===== config.mk =====
export PLATFORM = sky130hd
export DESIGN_NAME = stochastic_decoder_flat
export DESIGN_NICKNAME = d
export VERILOG_FILES = /design/src/rtl/stochastic_decoder_if.sv /design/src/rtl/stochastic_decoder.sv /design/src/flat_wrapper.sv
export SDC_FILE = /design/constraint.sdc
export NUM_CORES = 1
export LEC_CHECK = 0
export ABC_CLOCK_PERIOD_IN_PS = 2300
export CAP_MARGIN = 20
export CORE_MARGIN = 4
export CORE_UTILIZATION = 38
export DETAILED_ROUTE_END_ITERATION = 10
export PLACE_DENSITY_LB_ADDON = 0.3
export SLEW_MARGIN = 0
export SYNTH_ARGS = -nofsm -noshare
export SYNTH_HDL_FRONTEND = slang
export SYNTH_SLANG_ARGS = --single-unit
export TNS_END_PERCENT = 30

===== constraint.sdc =====
create_clock -name clk -period 2.3 [get_ports clk]
set_input_delay 0.46 -clock clk [delete_from_list [all_inputs] [get_ports clk]]
set_output_delay 0.46 -clock clk [all_outputs]
set_load 0.02 [all_outputs]

===== src/rtl/stochastic_decoder_if.sv =====
// Handshake bundle for stochastic_decoder: the serial bit input, the count result and status.
// The master side drives the stream and consumes counts. The slave side is the decoder.
interface stochastic_decoder_if #(
  parameter int unsigned CNT_W = 8,
  parameter int unsigned IDX_W = 16
);

  logic             start;
  logic             bit_valid;
  logic             bit_in;
  logic             bit_ready;
  logic [CNT_W:0]   count_out;
  logic             count_valid;
  logic             count_ready;
  logic [IDX_W-1:0] win_idx;
  logic             busy;

  modport master (
    output start,
    output bit_valid,
    output bit_in,
    output count_ready,
    input  bit_ready,
    input  count_out,
    input  count_valid,
    input  win_idx,
    input  busy
  );

  modport slave (
    input  start,
    input  bit_valid,
    input  bit_in,
    input  count_ready,
    output bit_ready,
    output count_out,
    output count_valid,
    output win_idx,
    output busy
  );

endinterface


===== src/rtl/stochastic_decoder.sv =====
// stochastic_decoder: counts the ones in each BIT_LENGTH-bit stochastic window.
// It delivers one registered count per window over a valid/ready handshake, along with a running window index.
// Optional macro STOCH_DEC_BIPOLAR_EN switches the result to bipolar form (2*ones - BIT_LENGTH, two's complement).
// When the macro is undefined, the result is the unipolar ones-count, zero-extended.
module stochastic_decoder #(
  parameter int unsigned BIT_LENGTH = 128,
  parameter int unsigned CNT_W      = $clog2(BIT_LENGTH + 1),
  parameter int unsigned IDX_W      = 16
) (
  input logic                clk,
  input logic                rst,
  stochastic_decoder_if.slave bus
);

  typedef enum logic [1:0] {
    S_IDLE  = 2'd0,
    S_ACCUM = 2'd1,
    S_DONE  = 2'd2
  } state_e;

  state_e           state_q, state_d;

  logic [CNT_W-1:0] ones_q, ones_d;
  logic [CNT_W-1:0] bits_q, bits_d;
  logic [CNT_W:0]   count_q, count_d;
  logic             count_valid_q, count_valid_d;
  logic [IDX_W-1:0] win_idx_q, win_idx_d;
  logic             bit_ready_q, bit_ready_d;
  logic             busy_q, busy_d;

  logic             accept_c;
  logic             last_c;
  logic             handshake_c;
  logic [CNT_W-1:0] ones_total_c;
  logic [CNT_W:0]   result_c;

  // Decode the events the FSM and the datapath act on this cycle
  always_comb begin
    accept_c     = bus.bit_valid && bit_ready_q;
    last_c       = accept_c && (bits_q == CNT_W'(BIT_LENGTH - 1));
    handshake_c  = count_valid_q && bus.count_ready;
    ones_total_c = ones_q + CNT_W'(bus.bit_in);
`ifdef STOCH_DEC_BIPOLAR_EN
    result_c     = {ones_total_c, 1'b0} - (CNT_W + 1)'(BIT_LENGTH);
`else
    result_c     = {1'b0, ones_total_c};
`endif
  end

  // State register
  always_ff @(posedge clk) begin
    if (rst) begin
      state_q <= S_IDLE;
    end else begin
      state_q <= state_d;
    end
  end

  // Next-state logic: start only in IDLE, the last bit ends ACCUM, and the handshake ends DONE
  always_comb begin
    state_d = state_q;
    unique case (state_q)
      S_IDLE: begin
        if (bus.start) begin
          state_d = S_ACCUM;
        end
      end
      S_ACCUM: begin
        if (last_c) begin
          state_d = S_DONE;
        end
      end
      S_DONE: begin
        if (handshake_c) begin
          state_d = S_IDLE;
        end
      end
      default: state_d = S_IDLE;
    endcase
  end

  // Output and datapath next values. The status flags follow the next state, so they are registered in step with it.
  always_comb begin
    ones_d        = ones_q;
    bits_d        = bits_q;
    count_d       = count_q;
    count_valid_d = count_valid_q;
    win_idx_d     = win_idx_q;
    bit_ready_d   = (state_d == S_ACCUM);
    busy_d        = (state_d != S_IDLE);

    unique case (state_q)
      S_IDLE: begin
        if (bus.start) begin
          ones_d = '0;
          bits_d = '0;
        end
      end
      S_ACCUM: begin
        if (accept_c) begin
          bits_d = bits_q + CNT_W'(1);
          ones_d = ones_total_c;
        end
        if (last_c) begin
          count_d       = result_c;
          count_valid_d = 1'b1;
        end
      end
      S_DONE: begin
        if (handshake_c) begin
          count_valid_d = 1'b0;
          win_idx_d     = win_idx_q + IDX_W'(1);
        end
      end
      default: begin
        count_valid_d = 1'b0;
      end
    endcase
  end

  // Datapath and output registers. Reset discards any partial or pending window.
  always_ff @(posedge clk) begin
    if (rst) begin
      ones_q        <= '0;
      bits_q        <= '0;
      count_q       <= '0;
      count_valid_q <= 1'b0;
      win_idx_q     <= '0;
      bit_ready_q   <= 1'b0;
      busy_q        <= 1'b0;
    end else begin
      ones_q        <= ones_d;
      bits_q        <= bits_d;
      count_q       <= count_d;
      count_valid_q <= count_valid_d;
      win_idx_q     <= win_idx_d;
      bit_ready_q   <= bit_ready_d;
      busy_q        <= busy_d;
    end
  end

  assign bus.bit_ready   = bit_ready_q;
  assign bus.count_out   = count_q;
  assign bus.count_valid = count_valid_q;
  assign bus.win_idx     = win_idx_q;
  assign bus.busy        = busy_q;

endmodule


===== src/flat_wrapper.sv =====
// flat-port wrapper written by rule: the top's interface ports become plain ports
module stochastic_decoder_flat 
#(
  parameter int unsigned BIT_LENGTH = 128,
  parameter int unsigned CNT_W      = $clog2(BIT_LENGTH + 1),
  parameter int unsigned IDX_W      = 16
)
  (clk, rst, bus_start, bus_bit_valid, bus_bit_in, bus_count_ready, bus_bit_ready, bus_count_out, bus_count_valid, bus_win_idx, bus_busy);
  stochastic_decoder_if #(.CNT_W(CNT_W), .IDX_W(IDX_W)) bus_i ();
  input logic clk;
  input logic rst;
  input wire logic [$bits(bus_i.start)-1:0] bus_start;
  input wire logic [$bits(bus_i.bit_valid)-1:0] bus_bit_valid;
  input wire logic [$bits(bus_i.bit_in)-1:0] bus_bit_in;
  input wire logic [$bits(bus_i.count_ready)-1:0] bus_count_ready;
  output wire logic [$bits(bus_i.bit_ready)-1:0] bus_bit_ready;
  output wire logic [$bits(bus_i.count_out)-1:0] bus_count_out;
  output wire logic [$bits(bus_i.count_valid)-1:0] bus_count_valid;
  output wire logic [$bits(bus_i.win_idx)-1:0] bus_win_idx;
  output wire logic [$bits(bus_i.busy)-1:0] bus_busy;
  assign bus_i.start = bus_start;
  assign bus_i.bit_valid = bus_bit_valid;
  assign bus_i.bit_in = bus_bit_in;
  assign bus_i.count_ready = bus_count_ready;
  assign bus_bit_ready = bus_i.bit_ready;
  assign bus_count_out = bus_i.count_out;
  assign bus_count_valid = bus_i.count_valid;
  assign bus_win_idx = bus_i.win_idx;
  assign bus_busy = bus_i.busy;
  stochastic_decoder #(.BIT_LENGTH(BIT_LENGTH), .CNT_W(CNT_W), .IDX_W(IDX_W)) u_core (.clk(clk), .rst(rst), .bus(bus_i));
endmodule

==> results_dict.tcl <==
set metrics [dict create \
    fmax_ghz 0.5257 \
    grt_pass1_vias 1649 \
    startpoint_type "flop" \
    rsz0062_at_grt "false" \
    dpl_cell_area_um2 2486 \
    cts_tree "built" \
    final.setup.tns_ps 0 \
    clk-insertion-delay-late_ps 290 \
    synth.most_common_cell "dfxtp_1" \
    syn_nets 239 \
    final-setup-viol-count 0 \
    synth_area_leaders "dfxtp_1, a21oi_1, nor2_1" \
    cts_resized 0 \
    async_flop_share_pct 0 \
    routed_via_density 5.177 \
    drc 0 \
    cts.sink_count 45 \
    cts_made_buffers 5 \
    h-tree-depth 2 \
    synthTopCellsByCount "dfxtp_1, nor2_1, a21oi_1" \
    crit_chain "clkdlybuf4s50_1" \
    period_minus_slack_ps 1902 \
    clockRootBuffer "clkbuf_8" \
    syn_avg_cell_area_um2 9.119 \
    first_pass_iters 4 \
    ir_drop_v 0.0002711 \
    ys.flop_type "dfxtp_1" \
    yosysWarnings 0 \
    slowest_stage "clkdlybuf4s50_1" \
    cp.required_ps 1840 \
    leakage_nw 0.8507 \
    hold_depth 2 \
    synth_top_area_share_pct 43.14 \
    num_rows 26 \
    clk_path_buf_depth 2 \
    cpPeakStageDelay_ps 670 \
    synth_edf_count 0 \
    r2r_cells 4 \
    synth_seq_area_share_pct 43.14 \
    nFillCells 526 \
    route.antenna.remaining_nets 0 \
    holdPathEnd "u_core.ones_q[0]" \
    grt_busiest_layer "met2" \
    antenna_cells 0 \
    critical_path.top_delay_family "buffers and inverters" \
    wl_per_cell_um 13.19 \
    grt_use_met1_pct 20.59 \
    yosys.area.top_type "dfxtp_1" \
    regToRegEndpoint "u_core.bus.win_idx[13]" \
    fin_crit_sh_pct 82.71 \
    cp-startpoint "u_core.bus.win_idx[2]" \
    grt-ovfl-total 0 \
    worstPathMaxFanout 6 \
    io_buffers 32 \
    netlist_instances 229 \
    antenna_found_initial 0 \
    cp.buffers_inverters 1 \
    hold_path.class "flop to flop" \
    maxCapViolCount 0 \
    syn-cell-area_um2 2088 \
    grt_pass1_wl_mm 7.652 \
    cts_setup_buffers 0 \
    fin_skew_ps 6.901 \
    use_met3_pct 3.579 \
    worstHoldStart "u_core.ones_q[0]" \
    post_synth_num_cell_types 42 \
    utilization_pct 49.42 \
    design.core.area_um2 5205 \
    drive_above_1_share_pct 8.333 \
    drtIter0Drc 102 \
    hpwl_mm 3.028 \
    start_util_pct 40.12 \
    r2r_start "u_core.bus.win_idx[3]" \
    status "complete, no violations" \
    ys_ff_latch 45 \
    wl_mm 4.407 \
    layout.nets 274 \
    fin_area_um2 2572 \
    holdWs_ps 465.2 \
    vias 1729 \
    power_density_nw_per_um2 525.2 \
    setup_slack_ps 397.8 \
    clkTransAtPathRegs_ps 70 \
    drv_slew 0 \
    critical_path_arrival_ps 1440 \
    die_y_um 82.13 \
    grt_max_degree 44 \
    rrSetupSlack_ps 430 \
    finalHoldViolations 0 \
    gp_congestion 0.7594 \
    worstSetupEndpointType "primary output" \
    grt_usage_pct 14.62 \
    grtUsageMet2_pct 21.57 \
    die-area_um2 6745 \
    post-place-ws_ps 108.7 \
    syn2layout_area_growth_pct 23.19 \
    die_w_um 82.13 \
    cts_hold_buffers 0 \
    critPathKind "flop to primary output" \
    io_pins 34 \
]
-- final cells by class --
class	instances	area, um^2	area share, %
clock buffer	7	86.33	3.356
multi-input combinational	169	1097	42.66
inverter	4	15.01	0.5837
timing repair buffer	39	385.4	14.98
tap	70	87.58	3.405
sequential	45	900.9	35.02
-- worst max-delay path by stage --
stage	end	slack, ps	cells past startpoint
after floorplan	u_core.bus.win_idx[13]	540	4
after global placement	u_core.bits_q[7]	170	5
after detailed placement	u_core.bus.win_idx[15]	110	5
after CTS	bus_win_idx[2]	380	1
after global routing	u_core.bus.win_idx[13]	230	4
final	bus_win_idx[2]	400	1
-- routing by layer --
metal  share of wire (%)  wire length [um]
met2                  43              1903
met1                  52              2306
met4                 1.1                47
met3                 3.4               150
met5                   0                 0
-- layout by cell type (no fill, tap or decap), types with 5 or more instances in the layout --
cell,instances
or4_1,7
o21ai_0,7
and3_1,5
nor2_1,25
buf_4,6
dfxtp_1,45
nand4_1,6
clkdlybuf4s50_1,32
clkbuf_8,6
o31ai_1,5
nand2_1,13
xor2_1,6
nand3_1,12
xnor2_1,9
a21oi_1,19
-- flip-flops by register name, summed over array words and instances (netlist names) --
signal                  count
u_core.state_q              2
u_core.bits_q               8
u_core.bus.bit_ready        1
u_core.ones_q               8
u_core.bus.count_valid      1
u_core.bus.win_idx         16
u_core.bus.count_out        8
u_core.bus.busy             1
-- metrics by stage --
stage	power [W]	std cells
after global placement	0.0008780	327
after CTS	0.001370	334
after global routing	0.001422	334
after detailed placement	0.0008784	327
final	0.001351	334
after floorplan	0.0008513	229
-- cells by family (layout without fill, tap and decap cells) --
| family | after synthesis | count (layout) | synth area share [%] |
|---|---|---|---|
| AND/OR/NAND/NOR | 98 | 98 | 26.90 |
| adder cells (fa/ha/maj) | 4 | 4 | 2.397 |
| other | 1 | 1 | 0.1796 |
| buffers and inverters | 15 | 50 | 4.314 |
| multiplexers | 5 | 5 | 2.516 |
| flip-flops | 45 | 45 | 43.14 |
| AO/OA/AOI/OAI | 46 | 46 | 14.26 |
| XOR/XNOR | 15 | 15 | 6.291 |
-- where the power goes --
group	switching (W)	internal, W
combinational	0.0000428	0.0000276
sequential	0.00000582	0.000783
clock	0.000253	0.000239
(Power assumes the default switching activity.)
